$ cat src/rtl/clk_div_ctrl_pkg.sv
// Shared constants for the programmable clock divider: FSM encodings and ratio floor.
package clk_div_ctrl_pkg;
  localparam logic [1:0] ST_IDLE = 2'd0;
  localparam logic [1:0] ST_RUN  = 2'd1;
  localparam logic [1:0] ST_PEND = 2'd2;

  localparam int unsigned MIN_DIV = 2;
endpackage

$ cat src/rtl/clk_div_ctrl_core.sv
// Period counter, high/low phase compare and end-of-period tick decode for one ratio.
module clk_div_core
  import clk_div_ctrl_pkg::*;
#(
  parameter int DIV_W = 8
) (
  input  logic             clk_i,
  input  logic             rst_i,
  input  logic             active_i,
  input  logic             start_i,
  input  logic             stop_i,
  input  logic [DIV_W-1:0] div_i,
  output logic             clk_out_o,
  output logic             tick_o
);

  logic [DIV_W-1:0] cnt_q, cnt_d;
  logic             clk_out_q, clk_out_d;
  logic [DIV_W-1:0] high;

  // Odd ratios put the extra cycle in the high phase.
  assign high   = div_i - (div_i >> 1);
  assign tick_o = active_i && (cnt_q == div_i - DIV_W'(1));

  always_comb begin
    cnt_d     = cnt_q;
    clk_out_d = clk_out_q;
    if (start_i) begin
      cnt_d     = '0;
      clk_out_d = 1'b1;
    end else if (tick_o) begin
      cnt_d     = '0;
      clk_out_d = !stop_i;
    end else if (active_i) begin
      cnt_d     = cnt_q + DIV_W'(1);
      clk_out_d = (cnt_d < high);
    end
  end

  always_ff @(posedge clk_i or posedge rst_i) begin
    if (rst_i) begin
      cnt_q     <= '0;
      clk_out_q <= 1'b0;
    end else begin
      cnt_q     <= cnt_d;
      clk_out_q <= clk_out_d;
    end
  end

  assign clk_out_o = clk_out_q;

endmodule

$ cat src/rtl/clk_div_ctrl.sv
// Glitch-free programmable clock divider: FSM, ratio handshake and active/pending ratio registers.
module clk_div_ctrl
  import clk_div_ctrl_pkg::*;
#(
  parameter int DIV_W   = 8,
  parameter int DEF_DIV = 2
) (
  input  logic             clk_i,
  input  logic             rst_i,
  input  logic             en_i,
  input  logic             cfg_valid_i,
  input  logic [DIV_W-1:0] cfg_div_i,
  output logic             cfg_ready_o,
  output logic             cfg_done_o,
  output logic             cfg_err_o,
  output logic             clk_out_o,
  output logic             tick_o,
  output logic             busy_o
);

  localparam logic [DIV_W-1:0] MIN_D = DIV_W'(MIN_DIV);

  logic [1:0]       state_q, state_d;
  logic [DIV_W-1:0] div_act_q, div_act_d;
  logic [DIV_W-1:0] div_pend_q, div_pend_d;
  logic             done_q, done_d;
  logic             err_q, err_d;
  logic             start, stop, tick, xfer, legal, active;

  assign active      = (state_q != ST_IDLE);
  assign cfg_ready_o = (state_q != ST_PEND);
  assign xfer        = cfg_valid_i && cfg_ready_o;
  assign legal       = (cfg_div_i >= MIN_D);

  always_comb begin
    state_d    = state_q;
    div_act_d  = div_act_q;
    div_pend_d = div_pend_q;
    done_d     = 1'b0;
    err_d      = xfer && !legal;
    start      = 1'b0;
    stop       = 1'b0;
    case (state_q)
      ST_IDLE: begin
        if (xfer && legal) begin
          div_act_d = cfg_div_i;
          done_d    = 1'b1;
        end
        if (en_i) begin
          state_d = ST_RUN;
          start   = 1'b1;
        end
      end
      ST_RUN: begin
        // A ratio landing on the final edge of a stopping run is applied as if in IDLE.
        if (tick && !en_i) begin
          state_d = ST_IDLE;
          stop    = 1'b1;
          if (xfer && legal) begin
            div_act_d = cfg_div_i;
            done_d    = 1'b1;
          end
        end else if (xfer && legal) begin
          div_pend_d = cfg_div_i;
          state_d    = ST_PEND;
        end
      end
      ST_PEND: begin
        if (tick) begin
          div_act_d = div_pend_q;
          done_d    = 1'b1;
          state_d   = en_i ? ST_RUN : ST_IDLE;
          stop      = !en_i;
        end
      end
      default: state_d = ST_IDLE;
    endcase
  end

  always_ff @(posedge clk_i or posedge rst_i) begin
    if (rst_i) begin
      state_q    <= ST_IDLE;
      div_act_q  <= DIV_W'(DEF_DIV);
      div_pend_q <= '0;
      done_q     <= 1'b0;
      err_q      <= 1'b0;
    end else begin
      state_q    <= state_d;
      div_act_q  <= div_act_d;
      div_pend_q <= div_pend_d;
      done_q     <= done_d;
      err_q      <= err_d;
    end
  end

  clk_div_core #(.DIV_W(DIV_W)) u_core (
    .clk_i     (clk_i),
    .rst_i     (rst_i),
    .active_i  (active),
    .start_i   (start),
    .stop_i    (stop),
    .div_i     (div_act_q),
    .clk_out_o (clk_out_o),
    .tick_o    (tick)
  );

  assign tick_o     = tick;
  assign busy_o     = active;
  assign cfg_done_o = done_q;
  assign cfg_err_o  = err_q;

endmodule
$ cat config.mk
export PLATFORM = sky130hd
export DESIGN_NAME = clk_div_ctrl
export DESIGN_NICKNAME = d
export VERILOG_FILES = /design/src/rtl/clk_div_ctrl_pkg.sv /design/src/rtl/clk_div_ctrl_core.sv /design/src/rtl/clk_div_ctrl.sv
export SDC_FILE = /design/constraint.sdc
export NUM_CORES = 1
export LEC_CHECK = 0
export CAP_MARGIN = 20
export CORE_MARGIN = 4
export CORE_UTILIZATION = 51
export DETAILED_ROUTE_END_ITERATION = 6
export GPL_TIMING_DRIVEN = 0
export PLACE_DENSITY = 0.73
export SLEW_MARGIN = 20
export SYNTH_ARGS = -nofsm -noshare
export SYNTH_HDL_FRONTEND = slang
export SYNTH_HIERARCHICAL = 1
export SYNTH_SLANG_ARGS = --single-unit
$ cat constraint.sdc
create_clock -name clk_i -period 3.3 [get_ports clk_i]
set_clock_uncertainty 0.2 [all_clocks]
set_input_delay 0.825 -clock clk_i [delete_from_list [all_inputs] [get_ports clk_i]]
set_output_delay 0.825 -clock clk_i [all_outputs]
set_load 0.02 [all_outputs]
# Yosys cells after proc, flatten, opt, wreduce, memory -nomap -nowiden
# Cells that the tools add are included.
# totals
regBits	29
input_bits	12
output_inout_bits	6
elab_cells	61
# op_classes
add_sub_neg	3
order_cmp	2
eq_ne	8
muxes	25
n_bitwise	1
reduce_logical	15
# ops
operator	count
$mux 8	6
$pmux 8 s3	1
$mux 1	11
$reduce_and 3->1	3
$add 8x1->8 const B	1
$eq 8x8->1	1
$ge 8x2->1 const B	1
$lt 8x8->1	1
$mux 2	4
$ne 2x2->1 const B	4
$sub 8x1->8 const B	1
$sub 8x7->8	1
$pmux 2 s3	1
$reduce_bool 3->1	2
$logic_and 1x1->1	5
$logic_not 1->1	3
$ne 3x3->1 const B	1
$pmux 1 s3	1
$eq 2x1->1 const B	1
$eq 2x2->1 const B	1
$logic_not 2->1	1
$pmux 1 s2	1
$reduce_bool 2->1	1
$not 1->1	1

# Depth between registers and ports, before layout
# Gate-level depths: netlist (run 1).
# depth
ltp_word	9
ltp_mapped	16
mapped_depth_nobuf	16

# Cells and area by module
# The synthesis (run 1) kept the hierarchy.
# modules_own_cells
mod	instances	cells_each	area_per_inst_um2	seq_area_each_um2
clk_div_core	1	150	1308.8	225.2
clk_div_ctrl	1	82	1036.0	501.7

# Worst setup path before layout (run 1)
# No wires, ideal clock.
# synth_path
path_kind	reg-to-reg
from	register state_q[0]
to	register div_act_q[3]
setup_time_ps	128
arrival_time_ps	2718
required_ps	2972
setup_slack_ps	255
path_stages_with_launch	12
path_buffers	0
synth_period_minus_slack_ps	3045
path_cell_list	dfrtp_1 -> inv_1 -> ha_1 -> inv_1 -> inv_1 -> nor3_2 -> nand3_1 -> nor4_4 -> nor2b_1 -> nor3_1 -> o21ai_4 -> mux2_1
# synth_via
elab_cells_between_ends	16
cone_classes	5 x eq/ne; 3 x mux; 8 x reduce/logical
# synth_lines
element	line_no	text
start: declaration	clk_div_ctrl.sv:23	logic [1:0] state_q, state_d;
start signal: assignment	clk_div_ctrl.sv:88	state_q <= state_d;
$reduce_bool 2->1 *	clk_div_ctrl.sv:30	assign active = (state_q != ST_IDLE);
net busy_o	clk_div_ctrl.sv:18	output logic busy_o
$logic_and 1x1->1 *	clk_div_ctrl_core.sv:23	assign tick_o = active_i && (cnt_q == div_i - DIV_W'(1));
net tick_o	clk_div_ctrl.sv:17	output logic tick_o,
$logic_and 1x1->1	clk_div_ctrl.sv:56	if (tick && !en_i) begin
$ne 2x2->1 (no line)	n/a	
$reduce_and 3->1 (no line) *	n/a	
end signal: assignment	clk_div_ctrl.sv:83	div_act_q <= DIV_W'(DEF_DIV);
end signal: assignment	clk_div_ctrl.sv:89	div_act_q <= div_act_d;
end: declaration	clk_div_ctrl.sv:24	logic [DIV_W-1:0] div_act_q, div_act_d;
# Mark *: on every way through the listed nets, which the timed path passes. The rest lies on a longest branch. The select of a mux whose other input is x is not followed.
# A chain may end at the register's enable or synchronous reset.

# Worst setup path in the final report (run 1)
# layout_path
from	register div_act_q[1]
to	register u_core.clk_out_q (netlist: u_core/clk_out_o)
# layout_via
elab_chain_cells	9
elab_cells_between_ends	14
cone_classes	2 x add/sub; 1 x order compare; 1 x eq/ne; 6 x mux; 4 x reduce/logical
# layout_rtl
element	line_no	text
$sub 8x1->8	clk_div_ctrl_core.sv:23	
$eq 8x8->1	clk_div_ctrl_core.sv:23	
$logic_and 1x1->1	clk_div_ctrl_core.sv:23	
$logic_and 1x1->1	clk_div_ctrl.sv:56	
$mux 1	clk_div_ctrl.sv:56	
$pmux 1 s2	clk_div_ctrl.sv:43	case (state_q)
$logic_not 1->1	clk_div_ctrl_core.sv:33	clk_out_d = !stop_i;
$mux 1	clk_div_ctrl_core.sv:31	end else if (tick_o) begin
$mux 1	clk_div_ctrl_core.sv:28	if (start_i) begin
end signal: assignment	clk_div_ctrl_core.sv:46	clk_out_q <= clk_out_d;
end: declaration	clk_div_ctrl_core.sv:18	logic clk_out_q, clk_out_d;
# Several ways; a longest one is shown, not always the timed one. The select of a mux whose other input is x is not followed.

==> results of run 1 <==
==> cell families (layout without fill, tap and decap cells) <==
logic type | after synthesis | count (layout) | share of synthesized area (%)
compound gates | 35 | 35 | 10.5
xor+xnor | 25 | 25 | 9.66
fa+ha+maj | 28 | 28 | 15.3
buf+inv | 30 | 57 | 5.28
flops | 29 | 29 | 31.0
mux | 26 | 26 | 12.5
simple gates | 59 | 59 | 15.8
==> area by class of cell <==
cell class              count  area share, %
clock buffers               7           3.57
repair buffers             19           6.68
plain buffers               5           1.16
well taps                  52           2.41
clock inverters             1          0.185
inverters                  25           3.48
flip-flops and latches     29           26.9
multi-input cells         173           55.6
==> worst register-to-register path, delay by kind of cell, from the launching register on <==
kind | cells | cell delay [ns]
simple gates | 3 | 0.32
xor+xnor | 1 | 0.18
compound gates | 6 | 0.63
buf+inv | 1 | 0.05
flops | 1 | 0.57
mux | 1 | 0.31
fa+ha+maj | 3 | 0.84
==> cell usage in the layout, fill, tap and decap left out, types with 3 or more instances in the layout <==
cell,n
dfrtp_1,28
nand2b_1,4
nand3_1,5
o21ai_0,4
a21oi_1,11
inv_1,25
clkbuf_8,7
clkdlybuf4s50_1,16
xor2_1,8
ha_1,27
nor2_1,12
buf_4,3
xnor2_1,16
o32ai_1,3
nand2_1,14
mux2_2,24
nor3_1,4
==> registers in the layout, summed over array words and instances (netlist names) <==
signal	flops
div_pend_q	8
cfg_err_o	1
u_core/clk_out_o	1
cfg_done_o	1
div_act_q	8
u_core/cnt_q	8
state_q	2
==> power by group through the flow <==
stage | combinational, mW | clock, mW | sequential [mW]
5_1_grt | 2.08 | 0.346 | 0.671
3_5_place_dp | 1.79 | 0 | 0.656
6_report | 1.84 | 0.321 | 0.645
2_1_floorplan | 1.44 | 0 | 0.624
3_3_place_gp | 1.74 | 0 | 0.648
4_1_cts | 1.82 | 0.331 | 0.650
==> worst paths after layout <==
check | end | slack, ns | start | cells after the start
min in group asynchronous | u_core/clk_out_o$_DFFE_PP0P_ | 0.64 | rst_i | 2
setup / recovery | u_core/clk_out_o$_DFFE_PP0P_ | 0.14 | div_act_q[1]$_DFFE_PP1P_ | 15
max in group asynchronous | div_act_q[5]$_DFFE_PP0P_ | 1.59 | rst_i | 2
hold / removal | div_pend_q[4]$_DFFE_PP0P_ | 0.30 | div_pend_q[4]$_DFFE_PP0P_ | 1
setup reg to reg | u_core/clk_out_o$_DFFE_PP0P_ | 0.14 | div_act_q[1]$_DFFE_PP1P_ | 15
hold reg to reg | div_pend_q[4]$_DFFE_PP0P_ | 0.30 | div_pend_q[4]$_DFFE_PP0P_ | 1
==> what timing repair did <==
item	4_1_cts	5_1_grt
buffers inserted	1	1
gates resized for setup	2	6
setup endpoints to repair	2	3
cloned	0	0
pin swaps	1	0
==> per-layer routing <==
metal | up-vias | wire length (um) | GRT usage [%]
met1 | 781 | 2090 | 25.2
met2 | 28 | 2090 | 28.4
met4 | 0 | 69 | 5.63
met3 | 6 | 163 | 2.90
met5 | - | 0 | 0
li1 | 855 | - | -
==> reports/qor.yml, run 1 <==
timing:
  tns_ns: 0
  tightest_slew_ns: 0.783
  grt_setup_unrepaired: "true"
  finalCritPeriodShare_pct: 95.8
  setup_viol: 0
  drv_slew: 0
  maxSlewHeadroom_pct: 47.7
  hold_violations: 0
  holdWs_ns: 0.305
  setup_ws_ns: 0.138
  fmax_ghz: 0.316
  min_period_ns: 3.16
logic_synthesis:
  synth_edf_count: 0
  syn_area_um2: 2340
  ys_seq_elements: 29
  synth_area_leaders: "dfrtp_1, ha_1, mux2_2"
  yosysTopAreaCellShare_pct: 29.9
  yosysSeqAreaShare_pct: 31.0
  synth_cell_types: 48
  yosysMostFrequentCell: "dfrtp_1"
  ys_warn_count: 6
  synth.largest_area_cell: "dfrtp_1"
  async_reset_ff_share_pct: 100
  avgSynthCellArea_um2: 10.1
  synth_ff_type: "dfrtp_1"
  synth_commonest_cells: "dfrtp_1, ha_1, inv_1"
  postSynthCellCount: 232
  synth_nets: 272
route:
  vias: 1670
  wl_per_cell_um: 14.2
  finalWirelength_mm: 4.41
  first_iter_violations: 97
  vias_per_cell: 5.37
  antenna_left: 0
  drtPass1Iterations: 4
  drc: 0
floorplanning:
  io-pin-count: 18
  die_w_um: 75.8
  dieHeight_um: 75.8
  coreArea_um2: 4410
  std_cell_rows: 24
  start_util_pct: 53.1
  dieArea_um2: 5750
min_path:
  worstHoldPathType: "reg -> reg"
clocking:
  clkLatencyLatePin_ns: 0.28
  cts_sinks: 29
  cts.path.max_buffers: 2
  clk_pin_slew_ns: 0.06
  h-tree-depth: 2
  root_buffer: "clkbuf_8"
  cts_buffers: 5
  postCtsHoldBufs: 0
  tritoncts: "yes"
setup_path:
  arrival_ns: 3.17
  cp_slowest_cell: "dfstp_2"
  slowest_delay_ns: 0.57
  start_kind: "register"
  cp_top_family: "adder cells"
  critPathBufInv: 1
  endpoint_kind: "register"
  worstSetupPathType: "reg -> reg"
  crit_chain: "ha_1 > inv_1 > fa_1 > nand2b_1 > a21oi_1 > o21ai_1 > a21oi_1 > nor2_1 > xor2_1 > ha_1 > nand4_1 > a211o_1 > o211ai_1 > mux2_1 > a21oi_2"
  required_ns: 3.31
  worstPathMaxFanout: 5
power:
  finalPower_mw: 2.80
  peakVddDrop_mv: 0.480
  power.share.switching_pct: 44.5
  power_frac_clock_pct: 11.4
  p_sw_mw: 1.25
  p_seq_share_pct: 23.0
  power.internal_mw: 1.55
  p_per_area_nw_per_um2: 1040
  p_comb_share_pct: 65.6
  leakagePower_nw: 1.20
grt:
  grt_pass1_wl_mm: 7.94
  grt_max_degree: 21
  grtUsageTotal_pct: 18.0
  antenna_found_initial: 0
  overflow: 0
  first_global_vias: 1715
cells_and_area:
  multi_input_area_um2: 1500
  layout-drive-gt1-share_pct: 21.2
  nets: 298
  final_cells: 311
  fin_util_pct: 61.1
  diodes: 0
  n_fill_cell: 370
  design_area_um2: 2700
  ff_latch_area_um2: 727
  area_growth_syn_to_layout_pct: 15.1
placed_design:
  io_buffers: 17
  gp_congestion: 0.792
  post-dp-hpwl_mm: 3.47
  post_dp_cell_area_um2: 2580
  dp.cells: 301
  pre_cts_slack_ns: -0.333
run:
  max_cap_viol_count: 0
run_status:
  outcome: "finished clean"
Note: power is estimated with default switching activity, not from simulation.
==> run 2: changes to the inputs <==
--- a/config.mk
+++ b/config.mk
@@ -7,10 +7,10 @@
 export LEC_CHECK = 0
 export CAP_MARGIN = 20
 export CORE_MARGIN = 4
-export CORE_UTILIZATION = 51
+export CORE_UTILIZATION = 40
 export DETAILED_ROUTE_END_ITERATION = 6
 export GPL_TIMING_DRIVEN = 0
-export PLACE_DENSITY = 0.73
+export PLACE_DENSITY = 0.6
 export SLEW_MARGIN = 20
 export SYNTH_ARGS = -nofsm -noshare
 export SYNTH_HDL_FRONTEND = slang
==> run 2 against run 1 <==
  * Flip-flop and latch count is the same
  * Sequential power is essentially flat
  * Sequential share of layout area shrank 0.35 points
  * Worst setup slack gained 0.041 ns
  * Count of clock-buffer cells in the layout is the same
  * Wire length grew 1.8%
  * Die area grew 24%
==> reports/qor.yml, run 2 (same netlist as run 1, synthesis figures left out) <==
clocking:
  cts_sinks: 29
  clkLatencyLatePin_ns: 0.28
  cts_buffers: 5
  cts.path.max_buffers: 2
  h-tree-depth: 2
  tritoncts: "yes"
  clk_pin_slew_ns: 0.06
  root_buffer: "clkbuf_8"
cells_and_area:
  diodes: 0
  area_growth_syn_to_layout_pct: 16.8
  nets: 299
  n_fill_cell: 586
  layout-drive-gt1-share_pct: 22.3
  fin_util_pct: 48.8
  final_cell_mix: "ha_1, dfrtp_1, inv_1"
  largestRegisters: "div_act_q x8, div_pend_q x8, u_core/cnt_q x8"
setup_path:
  start_kind: "register"
  required_ns: 3.31
  endpoint_kind: "register"
  r2r_slack_ns: 0.18
  crit_chain: "ha_1 > inv_1 > fa_1 > nand2b_1 > a21oi_1 > o21ai_1 > a21oi_1 > nor2_1 > xor2_1 > ha_1 > nand4_1 > a211o_1 > o211ai_1 > mux2_1 > a21oi_2"
  r2r_end: "u_core/clk_out_o$_DFFE_PP0P_"
  worstSetupPathType: "reg -> reg"
  cp_slowest_cell: "dfstp_2"
  rr_startpoint: "div_act_q[1]$_DFFE_PP1P_"
  arrival_ns: 3.13
  worstPathMaxFanout: 5
  r2r_cells: 15
  slowest_delay_ns: 0.59
timing:
  grt_setup_unrepaired: "false"
  setup_viol: 0
  maxSlewHeadroom_pct: 47.0
  tightest_slew_ns: 0.793
  setup_ws_ns: 0.179
  finalCritPeriodShare_pct: 94.6
  tns_ns: 0
  hold_violations: 0
  drv_slew: 0
  fmax_ghz: 0.320
  min_period_ns: 3.12
route:
  first_iter_violations: 46
  wl_per_cell_um: 13.5
  antenna_left: 0
  vias: 1633
  drc: 0
  vias_per_cell: 4.92
  finalWirelength_mm: 4.49
  drtPass1Iterations: 4
placed_design:
  pre_cts_slack_ns: -0.345
  gp_congestion: 0.781
  post-dp-hpwl_mm: 3.57
  io_buffers: 17
floorplanning:
  die_w_um: 84.6
  std_cell_rows: 27
  coreArea_um2: 5610
  start_util_pct: 41.8
  io-pin-count: 18
  dieHeight_um: 84.6
  dieArea_um2: 7150
min_path:
  worstHoldPathType: "reg -> reg"
  min_to: "div_pend_q[7]$_DFFE_PP0P_"
  whs_path_depth: 1
  worstHoldStart: "div_pend_q[7]$_DFFE_PP0P_"
power:
  peakVddDrop_mv: 0.437
  p_per_area_nw_per_um2: 1030
  leakagePower_nw: 1.21
grt:
  antenna_found_initial: 0
  first_global_vias: 1673
  grt_max_degree: 21
  grt_pass1_wl_mm: 7.64
  grtUsageTotal_pct: 13.1
  overflow: 0
run:
  max_cap_viol_count: 0
run_status:
  outcome: "finished clean"
## run 2: changes by cell type in the layout (fill, tap and decap cells not counted), sizes merged
cell | before | now
buf | 4 | 6
clkbuf | 11 | 10
## run 2: routing by layer
metal	GRT usage (%)	vias to the layer above	part of all wire, %
li1	-	850	-
met1	17.1	759	49
met2	21.9	19	47
met3	2.94	5	2.7
met4	3.02	0	0.98
met5	0	-	0
## run 2: worst max-delay path: cells and delay by family (launching register included)
family | cells | cell delay (ns)
AO/OA/AOI/OAI | 6 | 0.61
XOR/XNOR | 1 | 0.16
adder cells (fa/ha/maj) | 3 | 0.83
buffers and inverters | 1 | 0.06
flip-flops | 1 | 0.59
multiplexers | 1 | 0.30
AND/OR/NAND/NOR | 3 | 0.31
## run 2: layout make-up
type	count	area (um2)	share of cell area [%]
Multi-Input combinational cell	173	1500	54.9
Sequential cell	29	728	26.6
Timing Repair Buffer	20	190	6.94
Clock buffer	7	96.3	3.52
Inverter	25	93.8	3.43
Tap cell	72	90.1	3.29
Buffer	5	31.3	1.14
Clock inverter	1	5.00	0.183
## run 2: worst max-delay path by stage
stage	from	end	slack [ns]	depth (start not counted)
2_1_floorplan	state_q[0]$_DFFE_PP0P_	div_act_q[3]$_DFFE_PP0P_	0.25	11
4_1_cts	div_act_q[1]$_DFFE_PP1P_	u_core/clk_out_o$_DFFE_PP0P_	0.0004	14
3_3_place_gp	div_act_q[1]$_DFFE_PP1P_	tick_o	-0.33	7
5_1_grt	div_act_q[1]$_DFFE_PP1P_	u_core/clk_out_o$_DFFE_PP0P_	0.003	14
3_5_place_dp	div_act_q[1]$_DFFE_PP1P_	tick_o	-0.35	7
6_report	div_act_q[1]$_DFFE_PP1P_	u_core/clk_out_o$_DFFE_PP0P_	0.18	15
## run 2: power by group
group | internal (mW) | total (mW) | switching (mW)
clock network | 0.188 | 0.320 | 0.132
logic | 0.879 | 1.85 | 0.970
registers | 0.508 | 0.646 | 0.138
total | 1.58 | 2.82 | 1.24
## run 2: through the flow
stage | cell area (um2) | total power [mW] | hold WS, ns | instances
2_1_floorplan | 2340 | 2.07 | 0.274 | 232
3_3_place_gp | 2610 | 2.42 | 0.282 | 321
3_5_place_dp | 2610 | 2.45 | 0.288 | 321
4_1_cts | 2720 | 2.80 | 0.303 | 330
5_1_grt | 2740 | 3.09 | 0.319 | 332
6_report | 2740 | 2.82 | 0.300 | 332
## run 2: what timing repair did
action	CTS	global route
pin swaps	1	3
buffers inserted	1	2
resized for setup	4	8
hold buffers	0	0
endpoints found under the setup margin	2	3
hold endpoints to repair	0	0
